**src/rtl/vga_timing_pkg.sv**
```systemverilog
// Shared VGA timing constants and scheduler state type.
package vga_timing_pkg;

  localparam int VERTICAL_MAX         = 628;
  localparam int VERTICAL_BLANK_START = 600;
  localparam int HORIZONTAL_MAX       = 1056;

  typedef enum logic [1:0] {
    ST_IDLE  = 2'd0,
    ST_ARB   = 2'd1,
    ST_GRANT = 2'd2
  } sched_state_t;

  // First line on which a new grant may no longer start.
  function automatic logic [10:0] grant_line_limit(input int guard_lines);
    return 11'(VERTICAL_MAX - guard_lines);
  endfunction

endpackage

```
**src/rtl/rr_arbiter.sv**
```systemverilog
// Combinational round-robin pick: first requester at or above the pointer,
// wrapping to the lowest requester when none are above it.
module rr_arbiter #(
  parameter int N_REQ = 4,
  parameter int PW    = $clog2(N_REQ)
) (
  input  logic [N_REQ-1:0] req,
  input  logic [PW-1:0]    pointer,
  output logic [N_REQ-1:0] pick,
  output logic             valid
);

  logic [N_REQ-1:0] hi_mask;
  logic [N_REQ-1:0] hi_req;
  logic [N_REQ-1:0] sel;

  genvar gi;
  generate
    for (gi = 0; gi < N_REQ; gi++) begin : g_mask
      assign hi_mask[gi] = (PW'(gi) >= pointer);
    end
  endgenerate

  // Prefer requesters at/after the pointer, isolate the lowest set bit.
  always_comb begin
    hi_req = req & hi_mask;
    sel    = (|hi_req) ? hi_req : req;
    pick   = sel & (~sel + N_REQ'(1));
    valid  = |req;
  end

endmodule

```
**src/rtl/vblank_scheduler.sv**
```systemverilog
// Grants frame-memory access to one requester at a time during vertical
// blanking, with round-robin fairness, a guard band before active video,
// a per-grant timeout and revocation when blanking ends.
module vblank_scheduler
  import vga_timing_pkg::*;
#(
  parameter int N_REQ         = 4,
  parameter int GUARD_LINES   = 2,
  parameter int MAX_GRANT_CYC = 4096
) (
  input  logic             clk,
  input  logic             rst,
  input  logic             vblnk,
  input  logic [10:0]      vcount,
  input  logic [N_REQ-1:0] req,
  input  logic [N_REQ-1:0] done,
  output logic [N_REQ-1:0] gnt,
  output logic             busy,
  output logic             frame_tick,
  output logic [N_REQ-1:0] timeout_err,
  output logic             overrun
);

  localparam int              PW         = $clog2(N_REQ);
  localparam int              CW         = $clog2(MAX_GRANT_CYC);
  localparam logic [10:0]     LINE_LIMIT = grant_line_limit(GUARD_LINES);
  localparam logic [CW-1:0]   CNT_LAST   = CW'(MAX_GRANT_CYC - 1);
  localparam logic [PW-1:0]   PTR_LAST   = PW'(N_REQ - 1);

  sched_state_t     state_reg, state_next;
  logic [N_REQ-1:0] gnt_reg, gnt_next;
  logic [PW-1:0]    ptr_reg, ptr_next;
  logic [CW-1:0]    cnt_reg, cnt_next;
  logic [N_REQ-1:0] timeout_reg, timeout_next;
  logic             overrun_reg, overrun_next;
  logic             busy_reg;
  logic             vblnk_reg;
  logic             frame_tick_reg;

  logic [N_REQ-1:0] pick;
  logic             pick_valid;
  logic [PW-1:0]    pick_idx;
  logic             held_done;
  logic             held_req;

  rr_arbiter #(
    .N_REQ (N_REQ),
    .PW    (PW)
  ) u_rr (
    .req     (req),
    .pointer (ptr_reg),
    .pick    (pick),
    .valid   (pick_valid)
  );

  // Encode the one-hot pick and look only at the granted line's handshake.
  always_comb begin
    pick_idx = '0;
    for (int i = 0; i < N_REQ; i++) begin
      if (pick[i]) pick_idx = PW'(i);
    end
    held_done = |(done & gnt_reg);
    held_req  = |(req & gnt_reg);
  end

  // Next-state and grant bookkeeping; done beats revocation beats timeout.
  always_comb begin
    state_next   = state_reg;
    gnt_next     = gnt_reg;
    ptr_next     = ptr_reg;
    cnt_next     = cnt_reg;
    timeout_next = '0;
    overrun_next = 1'b0;
    case (state_reg)
      ST_IDLE: begin
        if (vblnk) state_next = ST_ARB;
      end
      ST_ARB: begin
        if (!vblnk) begin
          state_next = ST_IDLE;
        end else if (pick_valid && (vcount < LINE_LIMIT)) begin
          state_next = ST_GRANT;
          gnt_next   = pick;
          ptr_next   = (pick_idx == PTR_LAST) ? '0 : pick_idx + PW'(1);
          cnt_next   = '0;
        end
      end
      ST_GRANT: begin
        if (held_done) begin
          gnt_next   = '0;
          state_next = vblnk ? ST_ARB : ST_IDLE;
        end else if (!vblnk) begin
          gnt_next     = '0;
          overrun_next = 1'b1;
          state_next   = ST_IDLE;
        end else if (!held_req) begin
          gnt_next   = '0;
          state_next = ST_ARB;
        end else if (cnt_reg == CNT_LAST) begin
          gnt_next     = '0;
          timeout_next = gnt_reg;
          state_next   = ST_ARB;
        end else begin
          cnt_next = cnt_reg + CW'(1);
        end
      end
      default: begin
        state_next = ST_IDLE;
        gnt_next   = '0;
      end
    endcase
  end

  // FSM state register.
  always_ff @(posedge clk or posedge rst) begin
    if (rst) state_reg <= ST_IDLE;
    else     state_reg <= state_next;
  end

  // Grant, pointer and grant-age registers.
  always_ff @(posedge clk or posedge rst) begin
    if (rst) begin
      gnt_reg  <= '0;
      busy_reg <= 1'b0;
      ptr_reg  <= '0;
      cnt_reg  <= '0;
    end else begin
      gnt_reg  <= gnt_next;
      busy_reg <= |gnt_next;
      ptr_reg  <= ptr_next;
      cnt_reg  <= cnt_next;
    end
  end

  // Single-cycle event pulses and vblnk edge history.
  always_ff @(posedge clk or posedge rst) begin
    if (rst) begin
      vblnk_reg      <= 1'b0;
      frame_tick_reg <= 1'b0;
      timeout_reg    <= '0;
      overrun_reg    <= 1'b0;
    end else begin
      vblnk_reg      <= vblnk;
      frame_tick_reg <= vblnk & ~vblnk_reg;
      timeout_reg    <= timeout_next;
      overrun_reg    <= overrun_next;
    end
  end

  assign gnt         = gnt_reg;
  assign busy        = busy_reg;
  assign frame_tick  = frame_tick_reg;
  assign timeout_err = timeout_reg;
  assign overrun     = overrun_reg;

endmodule

```
**config.mk**
```make
export PLATFORM = sky130hd
export DESIGN_NAME = vblank_scheduler
export DESIGN_NICKNAME = d
export VERILOG_FILES = /design/src/rtl/vga_timing_pkg.sv /design/src/rtl/rr_arbiter.sv /design/src/rtl/vblank_scheduler.sv
export SDC_FILE = /design/constraint.sdc
export NUM_CORES = 1
export LEC_CHECK = 0
export ABC_CLOCK_PERIOD_IN_PS = 1950
export BUFFER_PORTS_ARGS = -buffer_cell sky130_fd_sc_hd__buf_2
export CORE_MARGIN = 2
export CORE_UTILIZATION = 53
export DETAILED_ROUTE_END_ITERATION = 10
export GPL_ROUTABILITY_DRIVEN = 0
export PLACE_DENSITY_LB_ADDON = 0.3
export SYNTH_ARGS = -nofsm -noshare
export SYNTH_HDL_FRONTEND = slang
export SYNTH_HIERARCHICAL = 1
export SYNTH_SLANG_ARGS = --single-unit
```
**constraint.sdc**
```tcl
create_clock -name clk -period 1.95 [get_ports clk]
set_input_delay 0.2925 -clock clk [delete_from_list [all_inputs] [get_ports clk]]
set_output_delay 0.2925 -clock clk [all_outputs]
set_load 0.005 [all_outputs]
```
==> results.cfg, run 1 <==
[detailed_routing]
drtIter0Drc = 53
drt_wl_total_um = 3800
drcViolationCount = 0
post_drt_wl_per_cell_um = 15.9
firstDrtPassIters = 4
viasPerCell = 6.31
antenna_left = 0
vias = 1507

[clock_network]
clkSinkCount = 28
hold_buffers = 0
cts_tree = done
post-cts-setup-buffers = 0
cts_buffers = 3
cts_root_buf = clkbuf_4
htree_levels = 1
clkLatencyLatePin_ns = 0.32
cts_buffer_depth = 2
path_clk_slew_ns = 0.15

[power]
p_leak_nw = 0.875
p_per_area_mw_per_mm2 = 672
irDropWorstVdd_v = 0.000642

[critical_path]
start_kind = flip-flop
crit_required_ns = 2.22
r2r_end = cnt_reg[6]$_DFFE_PP0P_
r2r_start = gnt[3]$_DFF_PP0_
cp-end-kind = flip-flop
r2r_slack_ns = 0.009
reg2regPathDepth = 5
crit_type = flip-flop to flip-flop
critPathMaxFanout = 8
cp.arrival_ns = 2.21

[layout]
largest_reg_flops = 12
final_cells = 239
stdcell_area_mm2 = 0.00195
drive_gt1_share_pct = 35.6
fin_nets = 232
syn_to_final_growth_pct = 28.4
insertedDiodeCount = 0

[synth]
synthArstFlopShare_pct = 100
ys.flop_type = dfrtp_1
synth_simple_gate_area_share_pct = 25.9
synth_largest_area_cell = dfrtp_1
yosysSeqAreaShare_pct = 46.1
syn_nets = 178
ys_ff_latch = 28
ys_types = 40
netlist_instances = 155
synth_xor_area_share_pct = 0
ys.warnings.count = 6
syn_area_per_cell_um2 = 9.82
synth_area_leaders = dfrtp_1, a21oi_1, nand3_1
synthAdderAreaFrac_pct = 0.822
synth_enable_flop_cells = 0
synthMuxAreaShare_pct = 2.71
synth_compound_area_share_pct = 22.0
synth_top_family_by_area = simple AND/OR/NAND/NOR gates
yosysTopAreaCellShare_pct = 46.1
synthesis.area_mm2 = 0.00152

[placed_design]
place_area_mm2 = 0.00185
dp_cells = 234
hpwlAfterDp_um = 2730
port_buffers = 31

[die]
start_util_pct = 55.7
row_count = 19
num_io_pins = 33
die-area_mm2 = 0.00332
dieWidth_um = 57.6
coreArea_mm2 = 0.00273
fp.dieH_um = 57.6

[run_status]
failed_checks = negative hold slack
run_status = finished with violations

[sta]
finClkSkew_ns = 0.00131
finalSetupViolCount = 0
maxSlewHeadroom_pct = 65.6
timing.final.crit_share_pct = 99.6
drv_slew = 0
fin_crit_ns = 1.94
final_hold_viol_count = 10
max_clock_freq_mhz = 515
rsz0062_at_grt = true
whs_ns = -0.00428
max_slew.worst_pin.slew_ns = 0.510

[hold_path]
hp-class = primary input to async pin

[grt]
track_usage_pct = 23.8
grt_pass1_wl_um = 6140
antenna_found_initial = 0
grt_overflow_total = 0
grt_pass1_vias = 1394
grt_max_degree = 29

[flow_run]
drv_cap = 0
## worst max path at each step
stage | from | to | slack, ns | cells past startpoint
finish | gnt[3]$_DFF_PP0_ | cnt_reg[6]$_DFFE_PP0P_ | 0.009 | 5
CTS | gnt[1]$_DFF_PP0_ | cnt_reg[6]$_DFFE_PP0P_ | 0.002 | 5
global placement | done[1] | cnt_reg[3]$_DFFE_PP0P_ | -0.06 | 6
floorplan | gnt[1]$_DFF_PP0_ | cnt_reg[6]$_DFFE_PP0P_ | 0.11 | 7
global route | gnt[3]$_DFF_PP0_ | cnt_reg[5]$_DFFE_PP0P_ | -0.03 | 5
detailed placement | done[1] | cnt_reg[6]$_DFFE_PP0P_ | -0.13 | 6
## metal layers
| layer | wire length [um] | vias up | track usage, % |
|---|---|---|---|
| met5 | 0 | - | 0 |
| met4 | 19 | 0 | 5.65 |
| met3 | 179 | 2 | 4.08 |
| met2 | 1940 | 52 | 40.1 |
| met1 | 1660 | 737 | 31.9 |
| li1 | - | 716 | - |
## placed cells by master, fill, tap and decap left out, drive strengths merged, types with 2 or more instances in the layout
cell,n
and3,8
nor3,5
nand3,13
nor4,2
or4,6
o41ai,5
o31ai,5
buf,52
o22ai,2
or4b,3
a22oi,2
and2,2
nand4,3
nor2b,4
nand2,8
nor2,10
inv,3
a21oi,13
dfrtp,28
a22o,4
mux2i,3
clkbuf,4
o221a,2
o21ai,8
## what timing repair did
| item | 4_1_cts | 5_1_grt |
|---|---|---|
| gates resized for setup | 4 | 10 |
| pin swaps | 2 | 6 |
| setup endpoints to repair | 14 | 15 |
| gates cloned | 1 | 0 |
## layout make-up
cell class / instances / area (um^2)
Multi-Input combinational cell: 121 / 853
Tap cell: 31 / 38.8
Inverter: 3 / 11.3
Clock buffer: 4 / 36.3
Fill cell: 200 / 781
Timing Repair Buffer: 52 / 313
Sequential cell: 28 / 701
## power by group
| part | switching [W] | internal [W] |
|---|---|---|
| Combinational | 0.000175 | 0.000161 |
| Clock | 0.000170 | 0.000114 |
| Sequential | 0.0000597 | 0.000632 |
| Total | 0.000404 | 0.000907 |
## worst max-delay path, stage by stage, from the launching register on
cell      delay (ns)
dfrtp_1         0.41
a222oi_1        0.37
and3_4          0.30
nand3_4         0.12
or4b_4          0.54
a21oi_2         0.15
## synth_stat cells (2+ instances only)
library cell / count
dfrtp_1: 28
a21oi_1: 13
nand3_1: 11
nor2_1: 10
and3_1: 8
nand2_1: 8
o21ai_0: 8
or4_1: 6
o31ai_1: 5
o41ai_1: 5
a22o_1: 4
nor2b_1: 4
nor3_1: 4
buf_2: 3
mux2i_1: 3
nand4_1: 3
or4b_1: 3
a22oi_1: 2
and2_1: 2
inv_1: 2
nor4_1: 2
o221a_2: 2
o22ai_1: 2
## per-stage QoR
| stage | TNS, ns | total power, W | utilization [%] | worst slack, ns | hold slack [ns] |
|---|---|---|---|---|---|
| 2_1_floorplan | 0 | 0.000879 | - | 0.111 | 0.324 |
| 3_3_place_gp | -0.422 | 0.000995 | 67.6 | -0.0577 | 0.367 |
| 3_5_place_dp | -1.19 | 0.00102 | 67.6 | -0.127 | 0.376 |
| 4_1_cts | 0 | 0.00131 | 70.0 | 0.00241 | 0.00882 |
| 5_1_grt | -0.138 | 0.00138 | 71.4 | -0.0325 | 0.00864 |
| 6_report | 0 | 0.00131 | 71.4 | 0.00850 | -0.00428 |
## cells by family (layout without fill, tap and decap cells)
kind of cell	after synthesis	after routing
flip-flops	28	28
AO/OA/AOI/OAI	48	48
buffers and inverters	7	59
adder cells (fa/ha/maj)	1	1
multiplexers	4	4
AND/OR/NAND/NOR	67	68
(Power assumes the default switching activity.)
==> run 2: changes to the inputs <==
--- a/config.mk
+++ b/config.mk
@@ -5,10 +5,10 @@
 export SDC_FILE = /design/constraint.sdc
 export NUM_CORES = 1
 export LEC_CHECK = 0
-export ABC_CLOCK_PERIOD_IN_PS = 1950
+export ABC_CLOCK_PERIOD_IN_PS = 1600
 export BUFFER_PORTS_ARGS = -buffer_cell sky130_fd_sc_hd__buf_2
 export CORE_MARGIN = 2
-export CORE_UTILIZATION = 53
+export CORE_UTILIZATION = 48
 export DETAILED_ROUTE_END_ITERATION = 10
 export GPL_ROUTABILITY_DRIVEN = 0
 export PLACE_DENSITY_LB_ADDON = 0.3
==> constraint.sdc (replaced) <==
create_clock -name clk -period 1.6 [get_ports clk]
set_input_delay 0.24 -clock clk [delete_from_list [all_inputs] [get_ports clk]]
set_output_delay 0.24 -clock clk [all_outputs]
set_load 0.005 [all_outputs]
==> results.cfg, run 2 (synthesis gave the netlist of run 1 again) <==
[run_status]
run_status = finished with violations
failed_checks = negative setup slack

[detailed_routing]
dr_wl_met2_um = 2430
drtIter0Drc = 107
dr_wl_met3_um = 275
firstDrtPassIters = 5
drt_wl_total_um = 4780
vias = 1715
met1_length_um = 1910
viasPerCell = 6.17
dr.max_layer_used = met4
drcViolationCount = 0
antenna_left = 0
post_drt_wl_per_cell_um = 17.2

[power]
comb_power_share_pct = 30.5
power_frac_seq_pct = 49.1
switchingPower_w = 0.000538
clockPowerShare_pct = 20.4
irDropWorstVdd_v = 0.000605
p_per_area_mw_per_mm2 = 751
swShare_pct = 31.2
power.total_w = 0.00172
p_int_w = 0.00119
p_leak_nw = 1.03

[die]
start_util_pct = 50.2
die-area_mm2 = 0.00364
fp.dieH_um = 60.3
dieWidth_um = 60.3
num_io_pins = 33
coreArea_mm2 = 0.00303
row_count = 20

[layout]
final_common_cell = buf_4
final_util_pct = 75.8
insertedDiodeCount = 0
fin_nets = 258
layout_common_cells = buf_4, buf_2, dfrtp_1
drive_gt1_share_pct = 49.6
syn_to_final_growth_pct = 50.8
largest_reg_flops = 12

[sta]
rsz0062_at_grt = true
setup_slack_ns = -0.432
timing.final.crit_share_pct = 127
fin_crit_ns = 2.03
finClkSkew_ns = 0.00948
whs_ns = 0.198
final_hold_viol_count = 0
finalSetupViolCount = 24
maxSlewHeadroom_pct = 60.6
drv_slew = 0
max_clock_freq_mhz = 492
max_slew.worst_pin.slew_ns = 0.585

[grt]
grt_pass1_vias = 1596
track_usage_pct = 26.9
grt_pass1_wl_um = 7280
antenna_found_initial = 0
grt_overflow_total = 0
grt_max_degree = 29

[flow_run]
drv_cap = 0

[clock_network]
clkSinkCount = 28
htree_levels = 1
cts_buffers = 3
path_clk_slew_ns = 0.15
cts_root_buf = clkbuf_4
cts_tree = done
clkLatencyLatePin_ns = 0.33
cts_buffer_depth = 2

[placed_design]
port_buffers = 31
hpwlAfterDp_um = 3220

[critical_path]
critPathMaxFanout = 7
cp-end-kind = flip-flop
start_kind = flip-flop
crit_required_ns = 1.86
crit_type = flip-flop to flip-flop
cp.arrival_ns = 2.29

[hold_path]
hp-class = primary input to flip-flop
-- run 2: final timing paths --
| kind | endpoint | from | cells past startpoint | slack (ns) |
|---|---|---|---|---|
| max in group asynchronous | ptr_reg[1]$_DFFE_PP0P_ | rst | 4 | 0.84 |
| setup / recovery | cnt_reg[11]$_DFFE_PP0P_ | gnt[1]$_DFF_PP0_ | 6 | -0.43 |
| hold reg to reg | frame_tick$_DFF_PP0_ | vblnk_reg$_DFF_PP0_ | 1 | 0.42 |
| setup reg to reg | cnt_reg[11]$_DFFE_PP0P_ | gnt[1]$_DFF_PP0_ | 6 | -0.43 |
| hold / removal | vblnk_reg$_DFF_PP0_ | vblnk | 2 | 0.20 |
| min in group asynchronous | overrun$_DFF_PP0_ | rst | 4 | 0.49 |
-- run 2: worst max-delay path, cell delays in order (launching register included) --
cell and delay [ns]:
dfrtp_1 0.42, a222oi_1 0.39, and3_4 0.29, nand3_4 0.10, buf_6 0.15, or4_4 0.45, a21oi_4 0.16
-- run 2: repair_timing --
item | in CTS | in global routing
endpoints found under the hold margin | 28 | 0
pin swaps | 9 | 7
endpoints found under the setup margin | 19 | 25
resized for setup | 17 | 14
gates cloned | 1 | 0
hold buffers | 1 | 0
setup buffers | 2 | 7
-- run 2: routing by layer --
| layer | track usage [%] | vias to the layer above |
|---|---|---|
| met5 | 0 | - |
| met4 | 12.1 | 0 |
| met3 | 3.68 | 19 |
| met2 | 46.0 | 90 |
| met1 | 33.5 | 837 |
| li1 | - | 769 |
-- run 2: cell type report --
class / count / area [um^2]
multi-input combinational: 121 / 971
fill: 192 / 733
sequential: 28 / 703
timing repair buffer: 78 / 518
tap: 44 / 55.1
clock buffer: 4 / 36.3
inverter: 3 / 11.3
-- run 2: power by group through the flow --
stage | combinational, W | clock (W) | sequential, W
after global routing | 0.000560 | 0.000386 | 0.000852
after CTS | 0.000445 | 0.000351 | 0.000841
after global placement | 0.000401 | 0 | 0.000844
after detailed placement | 0.000422 | 0 | 0.000853
final | 0.000525 | 0.000351 | 0.000846
after floorplan | 0.000215 | 0 | 0.000858
-- run 2: per-stage QoR --
| stage | instances | setup WS [ns] | setup TNS (ns) | area [um^2] |
|---|---|---|---|---|
| 2_1_floorplan | 155 | -0.221 | -1.59 | 1570 |
| 3_3_place_gp | 264 | -0.256 | -3.23 | 2030 |
| 3_5_place_dp | 264 | -0.365 | -4.39 | 2030 |
| 4_1_cts | 272 | -0.256 | -2.83 | 2190 |
| 5_1_grt | 278 | -0.448 | -6.62 | 2290 |
| 6_report | 278 | -0.432 | -5.62 | 2290 |
